**config.mk**
```make
export PLATFORM = sky130hd
export DESIGN_NAME = uart_tx_arbiter_flat
export DESIGN_NICKNAME = d
export VERILOG_FILES = /design/src/rtl/uart_tx_arbiter_if.sv /design/src/rtl/uart_tx_arbiter.sv /design/src/flat_wrapper.sv
export SDC_FILE = /design/constraint.sdc
export NUM_CORES = 1
export LEC_CHECK = 0
export ABC_AREA = 0
export CORE_MARGIN = 4
export CORE_UTILIZATION = 40
export CTS_CLUSTER_SIZE = 20
export DETAILED_ROUTE_END_ITERATION = 8
export GPL_TIMING_DRIVEN = 1
export PLACE_DENSITY = 0.85
export SLEW_MARGIN = 20
export SYNTH_ARGS = -nofsm -noshare
export SYNTH_HDL_FRONTEND = slang
export SYNTH_SLANG_ARGS = --single-unit
```
**constraint.sdc**
```tcl
create_clock -name clk -period 3.2 [get_ports clk]
set_input_delay 0.64 -clock clk [delete_from_list [all_inputs] [get_ports clk]]
set_output_delay 0.64 -clock clk [all_outputs]
set_load 0.01 [all_outputs]
```
**src/rtl/uart_tx_arbiter_if.sv**
```systemverilog
// rtl/uart_tx_arbiter_if.sv - requester and Tx-datapath signal bundle for uart_tx_arbiter
interface uart_tx_arbiter_if #(
  parameter int N_REQ  = 4,
  parameter int DATA_W = 8
);
  localparam int SRC_W = $clog2(N_REQ);

  logic [N_REQ-1:0]        req;
  logic [N_REQ*DATA_W-1:0] req_data;
  logic [N_REQ-1:0]        grant;
  logic [DATA_W-1:0]       tx_data;
  logic                    tx_load;
  logic                    tx_start;
  logic                    tx_done;
  logic [SRC_W-1:0]        cur_src;
  logic                    busy;
  logic                    timeout_err;

  modport slave (
    input  req, req_data, tx_done,
    output grant, tx_data, tx_load, tx_start, cur_src, busy, timeout_err
  );

  modport master (
    output req, req_data, tx_done,
    input  grant, tx_data, tx_load, tx_start, cur_src, busy, timeout_err
  );
endinterface

```
**src/rtl/uart_tx_arbiter.sv**
```systemverilog
// rtl/uart_tx_arbiter.sv - round-robin UART Tx arbiter/sequencer; SEND watchdog enabled by TX_ARB_TIMEOUT_EN
module uart_tx_arbiter #(
  parameter int N_REQ       = 4,
  parameter int DATA_W      = 8,
  parameter int TIMEOUT_CYC = 20000
) (
  input  logic              clk,
  input  logic              reset,
  uart_tx_arbiter_if.slave  bus
);
  localparam int SRC_W = $clog2(N_REQ);

  typedef enum logic [2:0] {
    S_IDLE  = 3'd0,
    S_LOAD  = 3'd1,
    S_START = 3'd2,
    S_SEND  = 3'd3,
    S_GAP   = 3'd4
  } state_t;

  state_t              state_q, state_d;
  logic [SRC_W-1:0]    last_q, last_d;
  logic [SRC_W-1:0]    cur_src_q, cur_src_d;
  logic [DATA_W-1:0]   tx_data_q, tx_data_d;

  logic                win_found;
  logic [SRC_W-1:0]    win_idx;
  logic [SRC_W-1:0]    cand;
  logic                timeout_hit;

  logic [N_REQ-1:0]    grant_o;
  logic                tx_load_o;
  logic                tx_start_o;
  logic                busy_o;
  logic                timeout_err_o;

`ifdef TX_ARB_TIMEOUT_EN
  localparam int CNT_W = $clog2(TIMEOUT_CYC);

  logic [CNT_W-1:0]    cnt_q, cnt_d;

  // Watchdog counter: zero on SEND entry, one count per SEND cycle
  always_comb begin
    cnt_d = '0;
    if (state_q == S_SEND) begin
      cnt_d = cnt_q + 1'b1;
    end
  end

  // Watchdog counter register
  always_ff @(posedge clk) begin
    if (reset) begin
      cnt_q <= '0;
    end else begin
      cnt_q <= cnt_d;
    end
  end

  assign timeout_hit = (state_q == S_SEND) && (cnt_q == CNT_W'(TIMEOUT_CYC - 1));
`else
  // The limit only matters when the watchdog is built; SEND waits for tx_done forever
  logic timeout_cfg_unused;
  assign timeout_cfg_unused = ^TIMEOUT_CYC;
  assign timeout_hit        = 1'b0;
`endif

  // Round-robin search starting just after the last winner, wrapping modulo N_REQ
  always_comb begin
    win_found = 1'b0;
    win_idx   = '0;
    cand      = '0;
    for (int k = 1; k <= N_REQ; k++) begin
      cand = SRC_W'((int'(last_q) + k) % N_REQ);
      if (!win_found && bus.req[cand]) begin
        win_found = 1'b1;
        win_idx   = cand;
      end
    end
  end

  // State register and captured frame context
  always_ff @(posedge clk) begin
    if (reset) begin
      state_q   <= S_IDLE;
      last_q    <= SRC_W'(N_REQ - 1);
      cur_src_q <= '0;
      tx_data_q <= '0;
    end else begin
      state_q   <= state_d;
      last_q    <= last_d;
      cur_src_q <= cur_src_d;
      tx_data_q <= tx_data_d;
    end
  end

  // Next-state logic; capture of winner and its byte only on the IDLE->LOAD edge
  always_comb begin
    state_d   = state_q;
    last_d    = last_q;
    cur_src_d = cur_src_q;
    tx_data_d = tx_data_q;
    unique case (state_q)
      S_IDLE: begin
        if (win_found) begin
          state_d   = S_LOAD;
          last_d    = win_idx;
          cur_src_d = win_idx;
          tx_data_d = bus.req_data[int'(win_idx)*DATA_W +: DATA_W];
        end
      end
      S_LOAD:  state_d = S_START;
      S_START: state_d = S_SEND;
      S_SEND: begin
        if (bus.tx_done || timeout_hit) begin
          state_d = S_GAP;
        end
      end
      S_GAP:   state_d = S_IDLE;
      default: state_d = S_IDLE;
    endcase
  end

  // Strobes decoded from the registered state; timeout loses to a same-cycle tx_done
  always_comb begin
    grant_o       = '0;
    tx_load_o     = 1'b0;
    tx_start_o    = 1'b0;
    busy_o        = (state_q != S_IDLE);
    timeout_err_o = timeout_hit && !bus.tx_done;
    if (state_q == S_LOAD) begin
      grant_o[cur_src_q] = 1'b1;
      tx_load_o          = 1'b1;
    end
    if (state_q == S_START) begin
      tx_start_o = 1'b1;
    end
  end

  assign bus.grant       = grant_o;
  assign bus.tx_load     = tx_load_o;
  assign bus.tx_start    = tx_start_o;
  assign bus.busy        = busy_o;
  assign bus.timeout_err = timeout_err_o;
  assign bus.tx_data     = tx_data_q;
  assign bus.cur_src     = cur_src_q;

endmodule

```
**src/flat_wrapper.sv**
```systemverilog
// flat-port wrapper written by rule: the top's interface ports become plain ports
module uart_tx_arbiter_flat 
#(
  parameter int N_REQ       = 4,
  parameter int DATA_W      = 8,
  parameter int TIMEOUT_CYC = 20000
)
  (clk, reset, bus_req, bus_req_data, bus_tx_done, bus_grant, bus_tx_data, bus_tx_load, bus_tx_start, bus_cur_src, bus_busy, bus_timeout_err);
  uart_tx_arbiter_if #(.N_REQ(N_REQ), .DATA_W(DATA_W)) bus_i ();
  input  logic clk;
  input  logic reset;
  input wire logic [$bits(bus_i.req)-1:0] bus_req;
  input wire logic [$bits(bus_i.req_data)-1:0] bus_req_data;
  input wire logic [$bits(bus_i.tx_done)-1:0] bus_tx_done;
  output wire logic [$bits(bus_i.grant)-1:0] bus_grant;
  output wire logic [$bits(bus_i.tx_data)-1:0] bus_tx_data;
  output wire logic [$bits(bus_i.tx_load)-1:0] bus_tx_load;
  output wire logic [$bits(bus_i.tx_start)-1:0] bus_tx_start;
  output wire logic [$bits(bus_i.cur_src)-1:0] bus_cur_src;
  output wire logic [$bits(bus_i.busy)-1:0] bus_busy;
  output wire logic [$bits(bus_i.timeout_err)-1:0] bus_timeout_err;
  assign bus_i.req = bus_req;
  assign bus_i.req_data = bus_req_data;
  assign bus_i.tx_done = bus_tx_done;
  assign bus_grant = bus_i.grant;
  assign bus_tx_data = bus_i.tx_data;
  assign bus_tx_load = bus_i.tx_load;
  assign bus_tx_start = bus_i.tx_start;
  assign bus_cur_src = bus_i.cur_src;
  assign bus_busy = bus_i.busy;
  assign bus_timeout_err = bus_i.timeout_err;
  uart_tx_arbiter #(.N_REQ(N_REQ), .DATA_W(DATA_W), .TIMEOUT_CYC(TIMEOUT_CYC)) u_core (.clk(clk), .reset(reset), .bus(bus_i));
endmodule
```
==> results of run 1 <==
[power by group through the flow]
| stage | clock (mW) | sequential [mW] | combinational [mW] |
|---|---|---|---|
| 6_report | 0.107 | 0.237 | 0.258 |
| 5_1_grt | 0.120 | 0.241 | 0.276 |
| 4_1_cts | 0.110 | 0.237 | 0.260 |
| 3_5_place_dp | 0 | 0.240 | 0.259 |
| 3_3_place_gp | 0 | 0.239 | 0.254 |
| 2_1_floorplan | 0 | 0.242 | 0.139 |
[Yosys cell counts, drive strengths merged]
library cell,count
nor3b,10
nand2,7
or3,1
clkbuf,2
dfxtp,15
and3,1
and4,1
nor4,1
nor2b,1
mux2,16
o21bai,1
o211ai,1
nand4b,1
o21ai,1
mux2i,1
nand3b,2
a21oi,5
buf,4
o221ai,1
inv,3
nor2,8
conb,1
or2,2
nor3,5
a221o,8
a31oi,1
[placed cells by master (no fill, tap or decap)]
cell type         n
clkdlybuf4s50_1  55
dfxtp_1          15
mux2_2           11
nor3b_1           9
nor2_1            8
a221o_1           8
nand2_1           7
mux2_1            5
a21oi_1           5
nor3_1            4
inv_1             3
clkbuf_4          3
nand3b_1          2
or3_4             1
and3_1            1
o211ai_1          1
nand4b_4          1
nor4_1            1
or2_0             1
nor2b_1           1
mux2i_1           1
o221ai_1          1
nor3b_4           1
nor3_4            1
or2_2             1
o21bai_1          1
o21ai_0           1
a31oi_1           1
and4_1            1
conb_1            1
clkinv_2          1
[how the worst max path moves through the flow]
stage                           from               endpoint  slack, ns
after floorplan           bus_req[0]  u_core.bus.tx_data[0]       1.23
after global placement    bus_req[3]  u_core.bus.tx_data[0]       0.59
after detailed placement  bus_req[3]  u_core.bus.tx_data[0]       0.48
after CTS                 bus_req[3]  u_core.bus.tx_data[0]       0.80
after global routing      bus_req[3]  u_core.bus.tx_data[0]       0.71
final                     bus_req[3]  u_core.bus.tx_data[0]       0.77
[layer usage]
metal  part of all wire, %  up-vias
met4                  0.51        0
met3                    13        2
met2                    49       48
li1                      -      479
met5                     0        -
met1                    38      446
[state kept, by name, summed over array words and instances, names as in the netlist]
| register | cells |
|---|---|
| u_core.bus.cur_src | 2 |
| u_core.bus.tx_data | 8 |
| u_core.last_q | 2 |
| u_core.state_q | 3 |
[cell type report]
| type | count | area [µm²] |
|---|---|---|
| Fill cell | 178 | 706 |
| Multi-Input combinational cell | 76 | 603 |
| Timing Repair Buffer | 55 | 551 |
| Sequential cell | 15 | 300 |
| Tap cell | 28 | 35.0 |
| Clock buffer | 3 | 22.5 |
| Inverter | 3 | 11.3 |
| Clock inverter | 1 | 5.00 |
[cell families (layout without fill, tap and decap cells)]
logic type | after synthesis | in the layout
compound gates | 18 | 18
buf+inv | 9 | 62
flops | 15 | 15
mux | 17 | 17
other cells | 1 | 1
simple gates | 40 | 40
==> results.md, run 1 <==
* Worst Hold Depth at 1
* Post-CTS sizing at 0
* Share of post-route cells with drive strength above 1 at 13.1%
* Mapped cell area at around 950 µm²
* Fmax at a little over 0.4 GHz
* CP max stage cell: clkdlybuf4s50_1
* Compound-Gate Fraction of Synth Area at approximately 15%
* Instance count on the critical path at 5
* Congestion Overflow GR at 0
* Average cell area after synthesis at 9.51 µm²
* Largest net degree at the start of global routing at 18
* P_int at 416 µW
* Overall routing resource usage at 15.1%
* Worst VDD drop at about 0.20 mV
* CP bufs+invs at 1
* Leading area contributor after synthesis: dfxtp_1
* Comb power frac at between 40% and 50%
* Family with the most delay on the worst path: simple AND/OR/NAND/NOR gates
* Initial DRT Pass Iterations at 4
* Worst Clk Skew at 0.00673 ns
* Final worst setup slack at 0.770 ns
* Pre-CTS WS at between 0.4 and 0.5 ns
* Wirelength per Cell at 14.1 µm
* Main combinational cell family by area after synthesis: simple AND/OR/NAND/NOR gates
* Part of the power in registers at 39.4%
* Post-synthesis adder-cell area fraction at 0%
* Rel. slew slack at a little under three fifths
* Post-synthesis sequential area ratio at a little under a third
* Worst Hold Class: reg2reg
* Synthesized flop and latch total at 15
* Residual DRC at 0
* N_diodes at 0
* Vias in the first global route at 965
* Initial Utilization at 42.6%
* CTS Buf Count at 3
* Clock latency on the worst-skew pair at 0.28 ns
* Leakage power at roughly 0.57 nW
* Period utilisation layout at 75.9%
* Maximum clock insertion buffer count at 2
* Post-route ant nets at 0
* Setup TNS at 0 ns
* Max_cap viols at 0
* Placed Cells incl. Taps at roughly 180
* Top post-synthesis cells by area: dfxtp_1, mux2_2, a221o_1, nor3b_1, mux2_1
* DP HPWL at 2.04 mm
* Power, Total at about 600 µW
* Setup violations, final at 0
* Vias at 975
* CP Data Required Time at 3.38 ns
* Status: completed
* Port-buffer cells at 55
* P_sw at 185 µW
* Initial antenna violation count at 0
* Crit-path max cell delay at 0.49 ns
* Simple-gate area share of the yosys netlist at 28.3%
* Die X at 56.8 µm
* Layer with the highest usage: met2
* Gpl congestion at 0.742
* Boundary pin count at 57
* Met3 usage in global routing at 7.59%
* Proportion of synthesized area in mux cells at 20.0%
* Clk pwr share at 17.8%
* Period minus WS final at 2.43 ns
* Yosys cell types at 32
* Xor and xnor area share after synthesis at 0%
* Met1 Use GR at 14.9%
* Reg2reg start: u_core.state_q[0]
* CP Max Fanout at 8
* Final Non-Filler Cells at approximately 180
* Routed vias/inst at 5.39
* RSZ-0062 raised after global routing: no
* R2r endpoint: u_core.bus.tx_data[0]
* Hold path endpoint: u_core.state_q[0]
* Sw frac at a little under a third
* Core region area at about 0.0022 mm²
* Gate Count Post-Synth at 100
* Final wirelength at 2.55 mm
* Die area at 0.00322 mm²
* Initial DRC count at 7
* Worst-case reg-to-reg path depth at 4
* PwrDens at ~400 mW/mm²
* CTS tree: yes
* Critical path class: in2reg
* First-pass GRT wire length at roughly 4 mm
* Hold WS at 0.535 ns
* Crit-path cells: clkdlybuf4s50_1, nor4_1, or2_0, nor3b_4, a221o_1
* CTS Hold Bufs at 0
* Post CTS Setup Buffer Count at 0
* Layout area overhead at 60.7%
* Reg clk slew, reported paths at 0.09 ns
* Final Hold Vio Count at 0
* Final design utilization at 68.4%
* Root Buffer: clkbuf_4
* Placed cell areas at between 0.0015 and 0.002 mm²
* Row cnt at 17
* Fin area at 0.00153 mm²
* Worst EP arrival at around 2.6 ns
* R2R Setup Slk at 1.34 ns
* CP Launch Type: primary input
* Final nets at 193
* Crit. End Element: flip-flop
* Clock sink count at 15
* Worst-margin pin slew at 0.668 ns
* Yosys warns at 0
* Final max-slew violation count at 0
* Die height at 56.8 µm
* # H-tree levels at 1
* Met2 usage at roughly 27%
* Hold Startpoint: u_core.state_q[2]
* Synthesized Nets at 139
* Synth top area share at 31.6%
No activity file was read; power rests on OpenSTA's default activity.
==> run 2, diff against run 1 <==
Settings changed: CORE_UTILIZATION 40 to 37, PLACE_DENSITY 0.85 to 0.8.
Clock period 3.2 ns to 2.5 ns, I/O delays scaled along.
==> run 2 against run 1 <==
  * Sequential share of layout area shrank 0.41 points
  * Sequential power rose by 27%
  * Register-to-register slack worse by 0.66 ns
  * Non-clock buffer count rose by 4
  * Clock skew rose by 0.0013 ns
==> results.md, run 2 (synthesis gave the netlist of run 1 again) <==
* CP Launch Type: primary input (unchanged)
* DP HPWL at 2.09 mm (was 2.04 mm)
* Final Hold Vio Count at 0 (unchanged)
* Initial DRC count at 8 (was 7)
* Vias in the first global route at 1013 (was 965)
* Crit-path max cell delay at 0.49 ns (about the same)
* Die X at 58.7 µm (was 56.8 µm)
* Placed cell areas at 0.00153 mm² (was 0.00150 mm²)
* Leakage power at 0.594 nW (was 0.575 nW)
* Root Buffer: clkbuf_4 (unchanged)
* Die area at 0.00345 mm² (was 0.00322 mm²)
* Initial antenna violation count at 0 (unchanged)
* Post-route ant nets at 0 (unchanged)
* Final max-slew violation count at 0 (unchanged)
* Maximum clock insertion buffer count at 2 (unchanged)
* Core region area at 0.00245 mm² (was 0.00223 mm²)
* Max_cap viols at 0 (unchanged)
* Setup violations, final at 0 (unchanged)
* CP Max Fanout at 17 (was 8)
* CP Data Required Time at 2.68 ns (was 3.38 ns)
* Reg2reg start: u_core.last_q[1] (was u_core.state_q[0])
* Congestion Overflow GR at 0 (unchanged)
* PwrDens at 502 mW/mm² (was 394 mW/mm²)
* Initial Utilization at 38.7% (was 42.6%)
* Period utilisation layout at 87.0%
* Worst Clk Skew at 0.00800 ns (was 0.00673 ns)
* Status: completed (unchanged)
* Row cnt at 18 (was 17)
* Largest net degree at the start of global routing at 18 (unchanged)
* CTS Hold Bufs at 0 (unchanged)
* Boundary pin count at 57 (unchanged)
* Crit. Startpoint: bus_req[0] (was bus_req[3])
* Clock latency on the worst-skew pair at 0.29 ns (was 0.28 ns)
* RSZ-0062 raised after global routing: no (unchanged)
* Share of post-route cells with drive strength above 1 at 15.3% (was 13.1%)
* Period minus WS final at 2.18 ns
* Vias at 971 (was 975)
* Layout area overhead at 64.1% (was 60.7%)
* N_diodes at 0 (unchanged)
* Final Non-Filler Cells at 187 (was 181)
* Setup TNS at 0 ns (unchanged)
* Worst-margin pin slew at 0.652 ns (was 0.668 ns)
* Placed Cells incl. Taps at 183 (was 177)
* Fin area at 0.00156 mm² (was 0.00153 mm²)
* Critical path class: in2reg (unchanged)
* Post-CTS sizing at 0 (unchanged)
* Rel. slew slack at 56.4% (was 55.3%)
* First-pass GRT wire length at 4.26 mm (was 3.88 mm)
* Worst Hold Class: reg2reg (unchanged)
* Clock sink count at 15 (unchanged)
* Routed vias/inst at 5.19 (was 5.39)
* Fmax at 0.460 GHz
* Worst VDD drop at 0.364 mV (was 0.201 mV)
* Residual DRC at 0 (unchanged)
* CTS Buf Count at 3 (unchanged)
* Die height at 58.7 µm (was 56.8 µm)
* Commonest non-fill, non-tap cells in the layout: clkdlybuf4s50_1, dfxtp_1, mux2_2 (unchanged)
* Overall routing resource usage at 16.0% (was 15.1%)
* Gpl congestion at 0.741 (was 0.742)
* Final wirelength at 2.58 mm (was 2.55 mm)
* # H-tree levels at 1 (unchanged)
* Hold Startpoint: u_core.state_q[2] (unchanged)
* CP max stage cell: clkdlybuf4s50_1 (unchanged)
* Reg clk slew, reported paths at 0.10 ns (was 0.09 ns)
* Power, Total at 784 µW (was 601 µW)
* Crit. End Element: flip-flop (unchanged)
* Initial DRT Pass Iterations at 4 (unchanged)
* Commonest non-fill, non-tap cell in the layout: clkdlybuf4s50_1 (unchanged)
* CTS tree: yes (unchanged)
* Final nets at 197 (was 193)
* Wirelength per Cell at 13.8 µm (was 14.1 µm)
* Post CTS Setup Buffer Count at 0 (unchanged)
* Worst EP arrival at 2.36 ns (was 2.61 ns)
* Max reg flops at 8 (unchanged)
* Hold WS at 0.512 ns (was 0.535 ns)
* Port-buffer cells at 55 (unchanged)
* Crit-path cells: clkdlybuf4s50_1, o211ai_1, nand4b_4, mux2_2, a221o_1 (was clkdlybuf4s50_1, nor4_1, or2_0, nor3b_4, a221o_1)
[run 2: changes by cell type in the layout (fill, tap and decap cells not counted), sizes merged]
| cell | change |
|---|---|
| buf | +4 |
[run 2: report_power, final]
group	total [mW]	internal, mW	switching, mW	leakage [nW]
Sequential	0.301	0.273	0.0276	0.124
Combinational	0.341	0.208	0.132	0.453
Clock	0.142	0.0594	0.0830	0.0177
[run 2: final timing paths]
path | to | cells past startpoint | slack, ns
worst max-delay path | u_core.bus.tx_data[5] | 5 | 0.32
worst min-delay path | u_core.state_q[0] | 1 | 0.51
worst max register to register | u_core.bus.tx_data[5] | 5 | 0.68
worst min register to register | u_core.state_q[0] | 1 | 0.51
[run 2: cell type report]
cell class | count | area, µm²
clock buffer | 3 | 22.5
sequential | 15 | 300
tap | 30 | 37.5
clock inverter | 1 | 5.00
multi-input combinational | 76 | 603
fill | 211 | 895
timing repair buffer | 59 | 581
inverter | 3 | 11.3
[run 2: per-layer routing]
layer  vias to the layer above  wire length [µm]  track usage, %
met5                         -                 0               0
met4                         0                19            6.80
met3                         2               314            5.92
met2                        39              1320            29.5
met1                       442               927            16.0
li1                        488                 -               -
[run 2: metrics by stage]
step,utilization [%],setup WS [ns]
2_1_floorplan,-,0.666
3_3_place_gp,62.4,0.0968
3_5_place_dp,62.4,0.00894
4_1_cts,63.6,0.319
5_1_grt,63.6,0.149
6_report,63.6,0.324
[run 2: critical path: cells and delay by family]
family	cells	cell delay, ns
buf+inv	1	0.49
mux	1	0.37
simple gates	1	0.33
compound gates	2	0.66
